## config.mk

```make
export PLATFORM = sky130hd
export DESIGN_NAME = wb_arbiter_flat
export DESIGN_NICKNAME = d
export VERILOG_FILES = /design/src/rtl/wb_pkg.sv /design/src/rtl/wb_arbiter_if.sv /design/src/rtl/rr_arb2.sv /design/src/rtl/wb_arbiter.sv /design/src/flat_wrapper.sv
export SDC_FILE = /design/constraint.sdc
export NUM_CORES = 1
export LEC_CHECK = 0
export ABC_AREA = 1
export BUFFER_PORTS_ARGS = -buffer_cell sky130_fd_sc_hd__buf_4
export CAP_MARGIN = 10
export CORE_AREA = 2 2 98 100
export CTS_BUF_LIST = sky130_fd_sc_hd__clkbuf_4 sky130_fd_sc_hd__clkbuf_8 sky130_fd_sc_hd__clkbuf_16
export DETAILED_ROUTE_END_ITERATION = 7
export DIE_AREA = 0 0 100 102
export PLACE_DENSITY = 0.82
export SLEW_MARGIN = 20
export SYNTH_ARGS = -nofsm -noshare
export SYNTH_HDL_FRONTEND = slang
export SYNTH_SLANG_ARGS = --single-unit
```

## constraint.sdc

```tcl
create_clock -name clk_i -period 2.5 [get_ports clk_i]
set_input_delay 0.75 -clock clk_i [delete_from_list [all_inputs] [get_ports clk_i]]
set_output_delay 0.75 -clock clk_i [all_outputs]
set_load 0.05 [all_outputs]
```

## src/rtl/wb_pkg.sv

```systemverilog
// Shared types and defaults for the writeback arbiter: requester ids and the
// request record used to mux the winning requester into the output register.
package wb_pkg;

  localparam int unsigned WB_DATA_W = 32;
  localparam int unsigned WB_ADDR_W = 5;

  typedef enum logic {
    WB_ALU = 1'b0,
    WB_LSU = 1'b1
  } wb_id_e;

  typedef struct packed {
    logic                 valid;
    logic [WB_ADDR_W-1:0] addr;
    logic [WB_DATA_W-1:0] data;
  } wb_req_t;

  function automatic wb_id_e wb_other(wb_id_e id);
    return (id == WB_ALU) ? WB_LSU : WB_ALU;
  endfunction

endpackage

```

## src/rtl/wb_arbiter_if.sv

```systemverilog
// Writeback bus: two requester channels, the register-file write port and the
// read-port bypass signals seen by the arbiter.
interface wb_arbiter_if #(
    parameter int unsigned DATA_W = 32,
    parameter int unsigned ADDR_W = 5
);

    logic              alu_valid_i;
    logic [ADDR_W-1:0] alu_addr_i;
    logic [DATA_W-1:0] alu_data_i;
    logic              alu_ready_o;

    logic              lsu_valid_i;
    logic [ADDR_W-1:0] lsu_addr_i;
    logic [DATA_W-1:0] lsu_data_i;
    logic              lsu_ready_o;

    logic              flush_i;

    logic              rd_wren_o;
    logic [ADDR_W-1:0] rd_addr_o;
    logic [DATA_W-1:0] rd_data_o;

    logic [ADDR_W-1:0] rs1_addr_i;
    logic [ADDR_W-1:0] rs2_addr_i;
    logic [DATA_W-1:0] rf_rs1_data_i;
    logic [DATA_W-1:0] rf_rs2_data_i;
    logic [DATA_W-1:0] rs1_data_o;
    logic [DATA_W-1:0] rs2_data_o;

    // Requester / pipeline side.
    modport master (
        output alu_valid_i, alu_addr_i, alu_data_i,
        input  alu_ready_o,
        output lsu_valid_i, lsu_addr_i, lsu_data_i,
        input  lsu_ready_o,
        output flush_i,
        input  rd_wren_o, rd_addr_o, rd_data_o,
        output rs1_addr_i, rs2_addr_i, rf_rs1_data_i, rf_rs2_data_i,
        input  rs1_data_o, rs2_data_o
    );

    // Arbiter side.
    modport slave (
        input  alu_valid_i, alu_addr_i, alu_data_i,
        output alu_ready_o,
        input  lsu_valid_i, lsu_addr_i, lsu_data_i,
        output lsu_ready_o,
        input  flush_i,
        output rd_wren_o, rd_addr_o, rd_data_o,
        input  rs1_addr_i, rs2_addr_i, rf_rs1_data_i, rf_rs2_data_i,
        output rs1_data_o, rs2_data_o
    );

endinterface

```

## src/rtl/rr_arb2.sv

```systemverilog
// Two-way round-robin arbiter. The pointer remembers the last winner; on a tie
// the other requester wins. Every grant is a transfer, so the pointer follows it.
module rr_arb2
    import wb_pkg::*;
(
    input  logic       clk,
    input  logic       rst,
    input  logic [1:0] req,
    input  logic       en,
    output logic [1:0] gnt
);

    wb_id_e last_q, last_d;
    wb_id_e winner;

    always_comb begin
        gnt    = 2'b00;
        winner = wb_other(last_q);
        if (en) begin
            if (req == 2'b11) begin
                gnt = (winner == WB_LSU) ? 2'b10 : 2'b01;
            end else begin
                gnt = req;
            end
        end
    end

    always_comb begin
        last_d = last_q;
        if (gnt[1]) begin
            last_d = WB_LSU;
        end else if (gnt[0]) begin
            last_d = WB_ALU;
        end
    end

    // Reset value ALU as last winner, so the first tie goes to the LSU.
    always_ff @(posedge clk or posedge rst) begin
        if (rst) begin
            last_q <= WB_ALU;
        end else begin
            last_q <= last_d;
        end
    end

endmodule

```

## src/rtl/wb_arbiter.sv

```systemverilog
// Writeback arbiter: round-robin between ALU and LSU, one registered
// register-file write per cycle, and read-port bypass from that write.
module wb_arbiter
    import wb_pkg::*;
#(
    parameter int unsigned DATA_W = WB_DATA_W,
    parameter int unsigned ADDR_W = WB_ADDR_W
) (
    input  logic         clk_i,
    input  logic         rst_i,
    wb_arbiter_if.slave  bus
);

    wb_req_t alu_req, lsu_req, sel_req;
    logic [1:0] gnt;
    logic       arb_en;
    logic       wr_fire;

    logic              wren_q, wren_d;
    logic [ADDR_W-1:0] addr_q, addr_d;
    logic [DATA_W-1:0] data_q, data_d;

    assign alu_req = '{valid: bus.alu_valid_i, addr: bus.alu_addr_i, data: bus.alu_data_i};
    assign lsu_req = '{valid: bus.lsu_valid_i, addr: bus.lsu_addr_i, data: bus.lsu_data_i};

    // Holding off grants during flush or reset keeps requesters waiting instead
    // of losing their write.
    assign arb_en = ~bus.flush_i & ~rst_i;

    rr_arb2 u_rr_arb2 (
        .clk (clk_i),
        .rst (rst_i),
        .req ({lsu_req.valid, alu_req.valid}),
        .en  (arb_en),
        .gnt (gnt)
    );

    assign bus.alu_ready_o = gnt[0];
    assign bus.lsu_ready_o = gnt[1];

    always_comb begin
        sel_req = '0;
        unique case (gnt)
            2'b01:   sel_req = alu_req;
            2'b10:   sel_req = lsu_req;
            default: sel_req = '0;
        endcase
    end

    // Writes to x0 are accepted but dropped here.
    assign wr_fire = sel_req.valid & (sel_req.addr != '0);

    always_comb begin
        wren_d = wr_fire;
        addr_d = addr_q;
        data_d = data_q;
        if (wr_fire) begin
            addr_d = sel_req.addr;
            data_d = sel_req.data;
        end
    end

    always_ff @(posedge clk_i or posedge rst_i) begin
        if (rst_i) begin
            wren_q <= 1'b0;
            addr_q <= '0;
            data_q <= '0;
        end else begin
            wren_q <= wren_d;
            addr_q <= addr_d;
            data_q <= data_d;
        end
    end

    assign bus.rd_wren_o = wren_q;
    assign bus.rd_addr_o = addr_q;
    assign bus.rd_data_o = data_q;

    always_comb begin
        bus.rs1_data_o = bus.rf_rs1_data_i;
        bus.rs2_data_o = bus.rf_rs2_data_i;
        if (wren_q && (addr_q == bus.rs1_addr_i) && (bus.rs1_addr_i != '0)) begin
            bus.rs1_data_o = data_q;
        end
        if (wren_q && (addr_q == bus.rs2_addr_i) && (bus.rs2_addr_i != '0)) begin
            bus.rs2_data_o = data_q;
        end
    end

endmodule

```

## src/flat_wrapper.sv

```systemverilog
// flat-port wrapper written by rule: the top's interface ports become plain ports
module wb_arbiter_flat import wb_pkg::*;
#(
    parameter int unsigned DATA_W = WB_DATA_W,
    parameter int unsigned ADDR_W = WB_ADDR_W
)
  (clk_i, rst_i, bus_alu_valid_i, bus_alu_addr_i, bus_alu_data_i, bus_alu_ready_o, bus_lsu_valid_i, bus_lsu_addr_i, bus_lsu_data_i, bus_lsu_ready_o, bus_flush_i, bus_rd_wren_o, bus_rd_addr_o, bus_rd_data_o, bus_rs1_addr_i, bus_rs2_addr_i, bus_rf_rs1_data_i, bus_rf_rs2_data_i, bus_rs1_data_o, bus_rs2_data_o);
  wb_arbiter_if #(.DATA_W(DATA_W), .ADDR_W(ADDR_W)) bus_i ();
  input  logic clk_i;
  input  logic rst_i;
  input wire logic [$bits(bus_i.alu_valid_i)-1:0] bus_alu_valid_i;
  input wire logic [$bits(bus_i.alu_addr_i)-1:0] bus_alu_addr_i;
  input wire logic [$bits(bus_i.alu_data_i)-1:0] bus_alu_data_i;
  output wire logic [$bits(bus_i.alu_ready_o)-1:0] bus_alu_ready_o;
  input wire logic [$bits(bus_i.lsu_valid_i)-1:0] bus_lsu_valid_i;
  input wire logic [$bits(bus_i.lsu_addr_i)-1:0] bus_lsu_addr_i;
  input wire logic [$bits(bus_i.lsu_data_i)-1:0] bus_lsu_data_i;
  output wire logic [$bits(bus_i.lsu_ready_o)-1:0] bus_lsu_ready_o;
  input wire logic [$bits(bus_i.flush_i)-1:0] bus_flush_i;
  output wire logic [$bits(bus_i.rd_wren_o)-1:0] bus_rd_wren_o;
  output wire logic [$bits(bus_i.rd_addr_o)-1:0] bus_rd_addr_o;
  output wire logic [$bits(bus_i.rd_data_o)-1:0] bus_rd_data_o;
  input wire logic [$bits(bus_i.rs1_addr_i)-1:0] bus_rs1_addr_i;
  input wire logic [$bits(bus_i.rs2_addr_i)-1:0] bus_rs2_addr_i;
  input wire logic [$bits(bus_i.rf_rs1_data_i)-1:0] bus_rf_rs1_data_i;
  input wire logic [$bits(bus_i.rf_rs2_data_i)-1:0] bus_rf_rs2_data_i;
  output wire logic [$bits(bus_i.rs1_data_o)-1:0] bus_rs1_data_o;
  output wire logic [$bits(bus_i.rs2_data_o)-1:0] bus_rs2_data_o;
  assign bus_i.alu_valid_i = bus_alu_valid_i;
  assign bus_i.alu_addr_i = bus_alu_addr_i;
  assign bus_i.alu_data_i = bus_alu_data_i;
  assign bus_alu_ready_o = bus_i.alu_ready_o;
  assign bus_i.lsu_valid_i = bus_lsu_valid_i;
  assign bus_i.lsu_addr_i = bus_lsu_addr_i;
  assign bus_i.lsu_data_i = bus_lsu_data_i;
  assign bus_lsu_ready_o = bus_i.lsu_ready_o;
  assign bus_i.flush_i = bus_flush_i;
  assign bus_rd_wren_o = bus_i.rd_wren_o;
  assign bus_rd_addr_o = bus_i.rd_addr_o;
  assign bus_rd_data_o = bus_i.rd_data_o;
  assign bus_i.rs1_addr_i = bus_rs1_addr_i;
  assign bus_i.rs2_addr_i = bus_rs2_addr_i;
  assign bus_i.rf_rs1_data_i = bus_rf_rs1_data_i;
  assign bus_i.rf_rs2_data_i = bus_rf_rs2_data_i;
  assign bus_rs1_data_o = bus_i.rs1_data_o;
  assign bus_rs2_data_o = bus_i.rs2_data_o;
  wb_arbiter #(.DATA_W(DATA_W), .ADDR_W(ADDR_W)) u_core (.clk_i(clk_i), .rst_i(rst_i), .bus(bus_i));
endmodule
```

# Yosys cells after proc, flatten, opt, wreduce, memory -nomap -nowiden
# Index checks and enable logic that the tools add are counted.
classes:
  n_bitwise: 4
  eq_ne: 5
  n_addsub: 0
  order_cmp: 0
  mux: 8
  n_div: 0
  multipliers: 0
  reduce_logical: 8
  shifts: 0
op_table:
  columns: ["operator", "n"]
  rows:
  - ["$pmux W38 S2", 1]
  - ["$mux W32", 2]
  - ["$reduce_bool A5 Y1", 3]
  - ["$eq A5 B5 Y1", 2]
  - ["$mux W2", 3]
  - ["$eq A2 B2 Y1 const B", 2]
  - ["$logic_and A1 B1 Y1", 4]
  - ["$and A1 B1 Y1", 2]
  - ["$eq A2 B1 Y1 const B", 1]
  - ["$mux W1", 2]
  - ["$not A1 Y1", 2]
  - ["$reduce_bool A2 Y1", 1]
totals:
  register_bits: 39
  elab_cells: 29
  output_inout_bits: 104
  rom_bits: 0
  memories: 0
  inputBits: 153
  mem_bits_rw: 0
  latch_bits: 0

# Depth between registers and ports, before layout
# Gate-level depths: netlist of the first run.
depth:
  depth_word: 7
  depth_mapped: 14
  ltp_nobuf: 11

# By module
# A second synthesis of the first run with hierarchy kept.
hier_totals:
  hier_cells: 521
  hier_area_um2: 3306.9
by_module_without_submodules:
  columns: ["mod", "area_per_inst_um2", "cells_each", "instances"]
  rows:
  - ["wb_arbiter", 3231.8, 508, 1]
  - ["rr_arb2", 75.1, 13, 1]

# Worst setup path before layout of the first run
# No wires, ideal clock.
synth_path:
  path_type: "input-to-reg"
  from: "input rst_i"
  to: "register u_core.addr_q[0] (netlist: u_core.bus.rd_addr_o[0])"
  n_path_buf: 3
  cell_stages: 14
  path_slack_ps: -83
  t_arrival_ps: 2463
  cell_sequence: "nor2_1 -> o211ai_1 -> inv_1 -> ha_1 -> buf_6 -> nand2_1 -> nand2_1 -> nand2_1 -> nand3_4 -> nand2_2 -> buf_6 -> buf_6 -> nand2_1 -> nand2_1"
synth_between:
  elab_chain_len: 7
  word_cells_on_any_way: 8
  cone_classes: "eq/ne (2); mux (2); bitwise (3); reduce/logical (1)"
synth_rtl:
  columns: ["item", "line", "text"]
  rows:
  - ["start, declared", "flat_wrapper.sv:10", "input logic rst_i;"]
  - ["$not A1 Y1 *", "wb_arbiter.sv:28", "assign arb_en = ~bus.flush_i & ~rst_i;"]
  - ["$and A1 B1 Y1 *", "wb_arbiter.sv:28", null]
  - ["$mux W2 *", "rr_arb2.sv:19", "if (en) begin"]
  - ["via bus_alu_ready_o", "flat_wrapper.sv:14", "output wire logic [$bits(bus_i.alu_ready_o)-1:0] bus_alu_ready_o;"]
  - ["$eq A2 B2 Y1 / $eq A2 B1 Y1 (equally long branches)", "wb_arbiter.sv:43", "unique case (gnt)"]
  - ["$pmux W38 S2 *", "wb_arbiter.sv:43", null]
  - ["$reduce_bool A5 Y1", "wb_arbiter.sv:51", "assign wr_fire = sel_req.valid & (sel_req.addr != '0);"]
  - ["$and A1 B1 Y1", "wb_arbiter.sv:51", null]
  - ["end signal, assigned", "wb_arbiter.sv:70", "addr_q <= addr_d;"]
  - ["end, declared", "wb_arbiter.sv:20", "logic [ADDR_W-1:0] addr_q, addr_d;"]
# The timed path passes the listed nets; every way through them passes the cells marked *.
# A chain may end at the register's enable or synchronous reset.

# Worst setup path in the final report of the first run
layout_path:
  from: "register u_core.addr_q[2] (netlist: u_core.bus.rd_addr_o[2])"
  to: "output bus_rs1_data_o[17]"
layout_between:
  elab_chain_len: 4
layout_rtl:
  columns: ["item", "line", "text"]
  rows:
  - ["$eq A5 B5 Y1", "wb_arbiter.sv:82", "if (wren_q && (addr_q == bus.rs1_addr_i) && (bus.rs1_addr_i != '0)) begin"]
  - ["$logic_and A1 B1 Y1 (2 in a row)", "wb_arbiter.sv:82", null]
  - ["$mux W32", "wb_arbiter.sv:82", null]
  - ["end, declared", "flat_wrapper.sv:27", "output wire logic [$bits(bus_i.rs1_data_o)-1:0] bus_rs1_data_o;"]
# Every way passes these cells.

==> results of run 1 <==
## power groups by stage
stage | sequential, uW | clock (uW) | combinational (uW)
2_1_floorplan | 689 | 0 | 469
3_3_place_gp | 667 | 0 | 864
3_5_place_dp | 667 | 0 | 881
4_1_cts | 656 | 444 | 995
5_1_grt | 661 | 465 | 1190
6_report | 660 | 436 | 1150
## logic make-up (layout without fill, tap and decap cells)
logic type                 count (synthesis)  in the layout  share of synthesized area
adders and majority gates                  3              3                   0.009700
AOI/OAI and AO/OA                        103            103                     0.1778
xor gates and xnor gates                   1              1                   0.002264
DFF                                       39             39                     0.2522
buffers and inverters                    134            392                     0.1487
and+or+nand+nor                          379            379                     0.4093
## metrics by stage
| step | setup TNS, ns | total power [uW] |
|---|---|---|
| final | -13.47 | 2243 |
| after global routing | -16.08 | 2315 |
| after CTS | -3.418 | 2094 |
| after detailed placement | -6.854 | 1549 |
| after global placement | -4.269 | 1531 |
| after floorplan | 0 | 1158 |
## area by class of cell
cell class / instances / share of cell area
Sequential cell: 39 / 0.1276
Multi-Input combinational cell: 486 / 0.4031
Inverter: 88 / 0.04665
Tap cell: 111 / 0.01804
Timing Repair Buffer: 296 / 0.3924
Clock inverter: 3 / 0.003251
Clock buffer: 5 / 0.008940
## flip-flops by register name, summed over array words and instances (netlist names)
register and flops:
u_core.u_rr_arb2.last_q 1, u_core.bus.rd_data_o 32, u_core.bus.rd_wren_o 1, u_core.bus.rd_addr_o 5
## worst max-delay path, stage by stage, from the launching register on
cell      delay, ns
dfrtp_2        0.51
inv_1          0.12
nand2_1        0.10
nand2_1        0.10
nor2_4         0.15
nand2_4        0.14
buf_12         0.18
o21bai_1       0.22
nand2_2        0.08
buf_6          0.16
## cell usage in the layout, fill, tap and decap left out, types with 2 or more instances in the layout
cell type   instances
a21oi_1            31
buf_12             13
buf_16              2
buf_4             191
buf_6              32
buf_8              54
clkbuf_16           4
clkbuf_8            5
clkinv_4            2
clkinvlp_4          2
dfrtp_1            34
dfrtp_2             5
ha_4                2
inv_1              69
inv_2              13
inv_4               2
nand2_1           180
nand2_2            79
nand2_4             4
nand3_1            77
nand3_2            19
nand3_4             7
nor2_1              5
nor2_2              2
nor2_4              5
o21bai_1           33
o21bai_2            7
o21bai_4           24
## path summary, 6_finish.rpt
check	from	end	slack, ns
max	u_core.bus.rd_addr_o[2]$_DFFE_PP0P_	bus_rs1_data_o[17]	-0.33
min	u_core.u_rr_arb2.last_q$_DFFE_PP0P_	u_core.u_rr_arb2.last_q$_DFFE_PP0P_	0.53
max reg2reg	u_core.u_rr_arb2.last_q$_DFFE_PP0P_	u_core.bus.rd_data_o[2]$_DFFE_PP0P_	0.50
min reg2reg	u_core.u_rr_arb2.last_q$_DFFE_PP0P_	u_core.u_rr_arb2.last_q$_DFFE_PP0P_	0.53
max in group asynchronous	rst_i	u_core.bus.rd_addr_o[3]$_DFFE_PP0P_	1.55
min in group asynchronous	rst_i	u_core.u_rr_arb2.last_q$_DFFE_PP0P_	0.58
## per-layer routing
metal,GRT usage,vias to the layer above,share of wire
li1,-,2594,-
met4,0.1844,0,0.072
met2,0.5567,467,0.48
met5,0,-,0
met1,0.4018,2675,0.35
met3,0.04856,149,0.095
## repair_timing
action	4_1_cts	5_1_grt
pin swaps	43	27
hold buffers	0	0
setup buffers	1	0
cloned	6	8
resized for setup	175	88
endpoints found under the setup margin	64	64
==> flow_summary.toml, run 1 <==
[drt]
initialDrtViolationCount = 430
num_vias = 5885
drt-pass1-iter-count = 5
drc = 0
drt-total-wl_microns = 20940
via_per_inst = 5.725
wl_per_cell_microns = 20.37
ant_nets = 0

[place]
dpl.hpwl_microns = 11970
dp_slack_ns = -0.1472
placed_area_sq_um = 6228
port_buffers = 256
gp_congestion = 0.9042
dpl.cell_count = 1005

[logic_synthesis]
postSynth.asyncResetShare = 1.000
syn-num-nets = 815
netlist_instances = 659
synthFlopType = "dfrtp_1"
synth_seq_area_share = 0.2522
syn-cell-area_sq_um = 3870
post-synth-top-area-cell = "dfrtp_1"
syn_area_per_cell_sq_um = 5.872
yosysTopAreaCellShare = 0.2522
ys_warn_count = 0
synth_cell_types = 24
yosysMostFrequentCell = "nand2_1"
synth_seq_cells = 39
synth_edf_count = 0
synth_area_leaders = "dfrtp_1 (25%), nand2_1 (25%), nand3_1 (13%)"
synthTopCellsByCount = "nand2_1 (260), nand3_1 (102), inv_1 (79)"

[pwr]
netSwitchingFraction = 0.4039
vdd_drop_max_mv = 0.2083
power.leakage_uw = 0.003845
power_switching_uw = 906.1
pwr_density_cell_nw_per_um2 = 291.4
combPwrFrac = 0.512
power_frac_seq = 0.294
intPower_uw = 1337
clockPowerShare = 0.194

[sta]
period_minus_slack_ns = 2.826
max-slew-margin-rel = 0.6686
setup_violations = 64
layout_setup_ws_ns = -0.3263
finalCritPeriodShare = 1.131
fin_skew_ns = 0.009349
timing.hold.ws_ns = 0.5256
hold_viol = 0
rsz0062_at_grt = "yes"
slew_viol_final = 0
tightest_slew_ns = 0.4972
max_freq_mhz = 353.8

[setup_path]
cp_max_fo = 11
worstRegToRegCells = 11
crit_arrival_ns = 2.08
path_class = "register to primary output"
crit_path_start_kind = "register"
setup.worst_path.end_class = "primary output"
required_ns = 1.75

[global_route]
grt_usage = 0.3280
grt_pass1_wl_microns = 26350
grt_start_max_net_pins = 40
grt_pass1_vias = 5317
antenna_found_initial = 0
grt_overflow = 0

[clock_network]
cts_root_buf = "clkbuf_8"
cts_tree = "yes"
cts.sinks = 39
clk_pin_slew_ns = 0.08
htree_levels = 2
clkLatencyLatePin_ns = 0.29
clockBufferDepth = 2
cts_buffers = 5

[floorplan]
num_io_pins = 257
die_w_microns = 100
core_sq_um = 9109
die-area_sq_um = 10200
die_h_microns = 102
num_rows = 35
initial_utilization = 0.4249

[min_path]
worstHoldPathType = "register to register"
worstHoldPathCells = 2

[final_layout]
antenna_cells = 0
stdcell_count = 1028
fillCellCount = 501
nNetsFinal = 1072
stdcell_area_sq_um = 7697
drive_above_1_share = 0.5256
area.growth.synth_to_final_pct = 98.90
seq_area_sq_um = 982.2
post-route-util = 0.8451
multi_input_area_sq_um = 3103

[flow_run]
max_cap_violations = 0

[outcome]
failed_checks = "negative setup slack"
status = "finished with violations"
Note: power is estimated with default switching activity, not from simulation.
==> inputs of run 2 (changes only) <==
--- a/config.mk
+++ b/config.mk
@@ -17,3 +17,4 @@
 export SYNTH_ARGS = -nofsm -noshare
 export SYNTH_HDL_FRONTEND = slang
 export SYNTH_SLANG_ARGS = --single-unit
+export TNS_END_PERCENT = 50
==> flow_summary.toml, run 2 (synthesized netlist as in run 1, its figures left out) <==
[flow_run]
max_cap_violations = 0

[sta]
setup_violations = 64
rsz0062_at_grt = "yes"
period_minus_slack_ns = 2.793
tightest_slew_ns = 0.4893
hold_viol = 0
finalCritPeriodShare = 1.117
max_freq_mhz = 358.0
fin_skew_ns = 0.004040
slew_viol_final = 0
max-slew-margin-rel = 0.6738
layout_setup_ws_ns = -0.2930
tns_ns = -12.66

[setup_path]
startpoint = "bus_rs2_addr_i[1]"
path_delay_family = "simple AND/OR/NAND/NOR gates"
cp-endpoint = "bus_rs2_data_o[7]"
crit_cells = 10
path_class = "input pin to primary output"
cp_slowest_stage_delay_ns = 0.20
cp_max_fo = 6
r2r-end = "u_core.bus.rd_data_o[5]$_DFFE_PP0P_"
setup.worst_path.end_class = "primary output"
crit_arrival_ns = 2.04
worstPathCellList = "buf_6 > inv_2 > nand2_1 > nand2_2 > nor2_4 > nand2_8 > clkbuf_16 > o21bai_1 > nand2_1 > buf_6"
path_buf_inv = 4
required_ns = 1.75
critical_path.slowest_cell = "clkbuf_16"
r2r_start = "u_core.u_rr_arb2.last_q$_DFFE_PP0P_"
worstRegToRegCells = 11
setup.reg_to_reg.worst_slack_ns = 0.40
crit_path_start_kind = "input pin"

[final_layout]
post-route-util = 0.8493
drive_above_1_share = 0.5081
area.growth.synth_to_final_pct = 99.90
final_cell_mix = "nand2_1 (203), buf_4 (199), inv_1 (69)"
largest_reg_flops = 32
fillCellCount = 468
nNetsFinal = 1076
final_common_cell = "nand2_1"
antenna_cells = 0

[pwr]
power.leakage_uw = 0.003835
vdd_drop_max_mv = 0.2593
pwr_density_cell_nw_per_um2 = 292.3

[drt]
num_vias = 6038
via_per_inst = 5.851
drt-pass1-iter-count = 8
initialDrtViolationCount = 714
drc = 0
wl_per_cell_microns = 21.72
ant_nets = 0
drt-total-wl_microns = 22420

[global_route]
grt_usage = 0.3157
grt_start_max_net_pins = 40
grt_pass1_vias = 5179
antenna_found_initial = 0
grt_overflow = 0
grt_pass1_wl_microns = 25650

[clock_network]
clk_pin_slew_ns = 0.07
clkLatencyLatePin_ns = 0.28
cts_tree = "yes"
htree_levels = 2
cts.sinks = 39
cts_buffers = 5
clockBufferDepth = 2
cts_root_buf = "clkbuf_8"

[place]
dpl.hpwl_microns = 12030
port_buffers = 256
gp_congestion = 0.8693

[floorplan]
die_h_microns = 102
die_w_microns = 100
num_io_pins = 257
core_sq_um = 9109
die-area_sq_um = 10200
num_rows = 35
initial_utilization = 0.4249

[outcome]
status = "finished with violations"
failed_checks = "negative setup slack"

[min_path]
worstHoldPathType = "register to register"
## run 2: final cells by class
type                    instances  area, sq um  share of cell area
clock buffers                   8        103.9             0.01342
inverters                      88        361.6             0.04674
multi-input cells             486         3119              0.4032
flip-flops and latches         39        980.9              0.1268
well taps                     111        138.9             0.01795
repair buffers                300         3032              0.3919
## run 2: worst min-delay path by stage
| stage | startpoint | endpoint | cells past startpoint |
|---|---|---|---|
| detailed placement | u_core.u_rr_arb2.last_q$_DFFE_PP0P_ | u_core.u_rr_arb2.last_q$_DFFE_PP0P_ | 2 |
| finish | u_core.u_rr_arb2.last_q$_DFFE_PP0P_ | u_core.u_rr_arb2.last_q$_DFFE_PP0P_ | 2 |
| global placement | u_core.u_rr_arb2.last_q$_DFFE_PP0P_ | u_core.u_rr_arb2.last_q$_DFFE_PP0P_ | 2 |
| global route | u_core.u_rr_arb2.last_q$_DFFE_PP0P_ | u_core.u_rr_arb2.last_q$_DFFE_PP0P_ | 2 |
| floorplan | u_core.u_rr_arb2.last_q$_DFFE_PP0P_ | u_core.u_rr_arb2.last_q$_DFFE_PP0P_ | 2 |
| CTS | u_core.u_rr_arb2.last_q$_DFFE_PP0P_ | u_core.u_rr_arb2.last_q$_DFFE_PP0P_ | 2 |
## run 2: worst register-to-register path: cells and delay by family (launching register included)
kind            cells  cell delay [ns]
simple gates        7             0.76
flops               1             0.40
compound gates      1             0.40
buf+inv             2             0.29
fa+ha+maj           1             0.21
## run 2: per-stage QoR
step           worst slack, ns  std cells  instance area, sq um  hold slack (ns)  total power [uW]
4_1_cts               -0.08638       1021                  6705           0.5262              2078
3_3_place_gp           -0.1086       1008                  6141           0.4924              1528
5_1_grt                -0.3777       1032                  7736           0.5592              2337
6_report               -0.2930       1032                  7736           0.5261              2261
3_5_place_dp           -0.1617       1008                  6141           0.5099              1544
2_1_floorplan         -0.06377        659                  3976           0.4690              1148
## run 2: routing by layer
| metal | track usage | up-vias | routed length, microns |
|---|---|---|---|
| li1 | - | 2596 | - |
| met5 | 0 | - | 0 |
| met3 | 0.04378 | 166 | 2675 |
| met2 | 0.5416 | 522 | 10380 |
| met1 | 0.4117 | 2754 | 7769 |
| met4 | 0.1085 | 0 | 1593 |
## run 2: timing repair
action	CTS	global route
resized for setup	107	164
setup buffers	3	1
endpoints found under the setup margin	64	64
hold buffers	0	0
pin swaps	43	41
cloned	2	11
## run 2: where the power goes
part / leakage (uW) / internal, uW / switching (uW) / total (uW)
logic: 0.00324 / 485 / 649 / 1130
registers: 0.000537 / 640 / 19.5 / 660
clock network: 0.0000549 / 263 / 204 / 467
==> inputs of run 3 (changes only) <==
==> constraint.sdc (replaced) <==
create_clock -name clk_i -period 2.75 [get_ports clk_i]
set_input_delay 0.825 -clock clk_i [delete_from_list [all_inputs] [get_ports clk_i]]
set_output_delay 0.825 -clock clk_i [all_outputs]
set_load 0.05 [all_outputs]
==> flow_summary.toml, run 3 (synthesized netlist as in run 1, its figures left out) <==
[clock_network]
cts_root_buf = "clkbuf_8"
hold_buffers = 0
cts.sinks = 39
clockBufferDepth = 2
cts_buffers = 5
clk_pin_slew_ns = 0.08
cts_tree = "yes"
htree_levels = 2
clkLatencyLatePin_ns = 0.28

[global_route]
antenna_found_initial = 0
grt_pass1_vias = 4483
grt_overflow = 0
grt_start_max_net_pins = 40
grt_pass1_wl_microns = 22180
grt_usage = 0.2721

[sta]
layout_setup_ws_ns = -0.1549
slew_viol_final = 0
period_minus_slack_ns = 2.905
rsz0062_at_grt = "yes"
timing.hold.ws_ns = 0.5300
tightest_slew_ns = 0.5035
finalCritPeriodShare = 1.056
tns_ns = -4.196
max_freq_mhz = 344.2
hold_viol = 0
fin_skew_ns = 0.004145
max-slew-margin-rel = 0.6643
setup_violations = 64

[setup_path]
path_class = "input pin to primary output"
crit_path_start_kind = "input pin"
critPathMostFrequentCell = "nand2_1"
path_delay_family = "simple AND/OR/NAND/NOR gates"
path_buf_inv = 5
crit_arrival_ns = 2.08
worstRegToRegCells = 11
setup.worst_path.end_class = "primary output"
worstPathCellList = "buf_6 > inv_2 > nand2_1 > nand2_1 > nand3_2 > nor2_4 > buf_12 > buf_12 > nand3_1 > nand2_1 > buf_6"
cp_max_fo = 6
critical_path.slowest_cell = "nor2_4"
cp_slowest_stage_delay_ns = 0.18
crit_cells = 11
required_ns = 1.93

[drt]
ant_nets = 0
via_per_inst = 5.550
num_vias = 5794
drc = 0
drt-pass1-iter-count = 5
initialDrtViolationCount = 417
wl_per_cell_microns = 19.37
drt-total-wl_microns = 20220

[min_path]
worstHoldPathType = "register to register"
worstHoldPathCells = 2

[floorplan]
die_w_microns = 100
die-area_sq_um = 10200
die_h_microns = 102
num_io_pins = 257
core_sq_um = 9109
initial_utilization = 0.4249
num_rows = 35

[final_layout]
antenna_cells = 0
largest_reg_flops = 32
area.growth.synth_to_final_pct = 97.74
post-route-util = 0.8401
final_common_cell = "nand2_1"
drive_above_1_share = 0.4952
nNetsFinal = 1088
final_cell_mix = "nand2_1 (211), buf_4 (202), inv_1 (72)"

[flow_run]
max_cap_violations = 0

[outcome]
failed_checks = "negative setup slack"
status = "finished with violations"

[pwr]
finalPower_uw = 1976
pwr_density_cell_nw_per_um2 = 258.3
vdd_drop_max_mv = 0.1894
power.leakage_uw = 0.003874

[place]
gp_congestion = 0.9463
dp_slack_ns = -0.05499
port_buffers = 256
dpl.hpwl_microns = 11650
run 3: per-stage QoR:
stage / cell area, sq um / cells
2_1_floorplan: 3870 / 659
3_3_place_gp: 6072 / 1013
3_5_place_dp: 6072 / 1013
4_1_cts: 6250 / 1021
5_1_grt: 7652 / 1044
6_report: 7652 / 1044
run 3: worst register-to-register path: stages (launching register included):
cell      delay [ns]
dfrtp_1         0.41
o211ai_1        0.30
inv_1           0.13
ha_1            0.31
nand2_1         0.10
nand2_1         0.08
nor2_2          0.15
nand3_4         0.16
nand2_2         0.13
buf_12          0.18
nand2_1         0.08
nand2_1         0.07
run 3: path summary, 6_finish.rpt:
kind / to / from / slack, ns
min in group asynchronous: u_core.bus.rd_data_o[22]$_DFFE_PP0P_ / rst_i / 0.64
setup reg to reg: u_core.bus.rd_data_o[5]$_DFFE_PP0P_ / u_core.u_rr_arb2.last_q$_DFFE_PP0P_ / 0.59
hold / removal: u_core.u_rr_arb2.last_q$_DFFE_PP0P_ / u_core.u_rr_arb2.last_q$_DFFE_PP0P_ / 0.53
setup / recovery: bus_rs1_data_o[18] / bus_rs1_addr_i[3] / -0.15
hold reg to reg: u_core.u_rr_arb2.last_q$_DFFE_PP0P_ / u_core.u_rr_arb2.last_q$_DFFE_PP0P_ / 0.53
max in group asynchronous: u_core.bus.rd_addr_o[1]$_DFFE_PP0P_ / rst_i / 1.71
run 3: routing by layer:
metal / routed length [microns] / vias to the layer above / global-route usage
li1: - / 2619 / -
met1: 7463 / 2673 / 0.3739
met2: 9741 / 393 / 0.4491
met3: 1782 / 109 / 0.04036
met4: 1234 / 0 / 0.07903
met5: 0 / - / 0
run 3: repair_timing:
action / CTS / global route
pin swaps: 0 / 104
setup buffers: 0 / 3
resized for setup: 24 / 244
endpoints found under the setup margin: 60 / 64
cloned: 0 / 20
run 3: layout make-up:
type	instances	area, sq um
Tap cell	111	138.9
Timing Repair Buffer	312	3100
Fill cell	534	1456
Inverter	88	350.3
Clock buffer	5	68.82
Clock inverter	3	20.02
Multi-Input combinational cell	486	2993
Sequential cell	39	980.9
run 3: power by group:
part	internal [uW]	switching (uW)	leakage, uW	total (uW)
registers	582	18.5	0.000537	600
clock network	176	206	0.0000402	383
logic	430	563	0.00330	993
total	1190	788	0.00387	1980
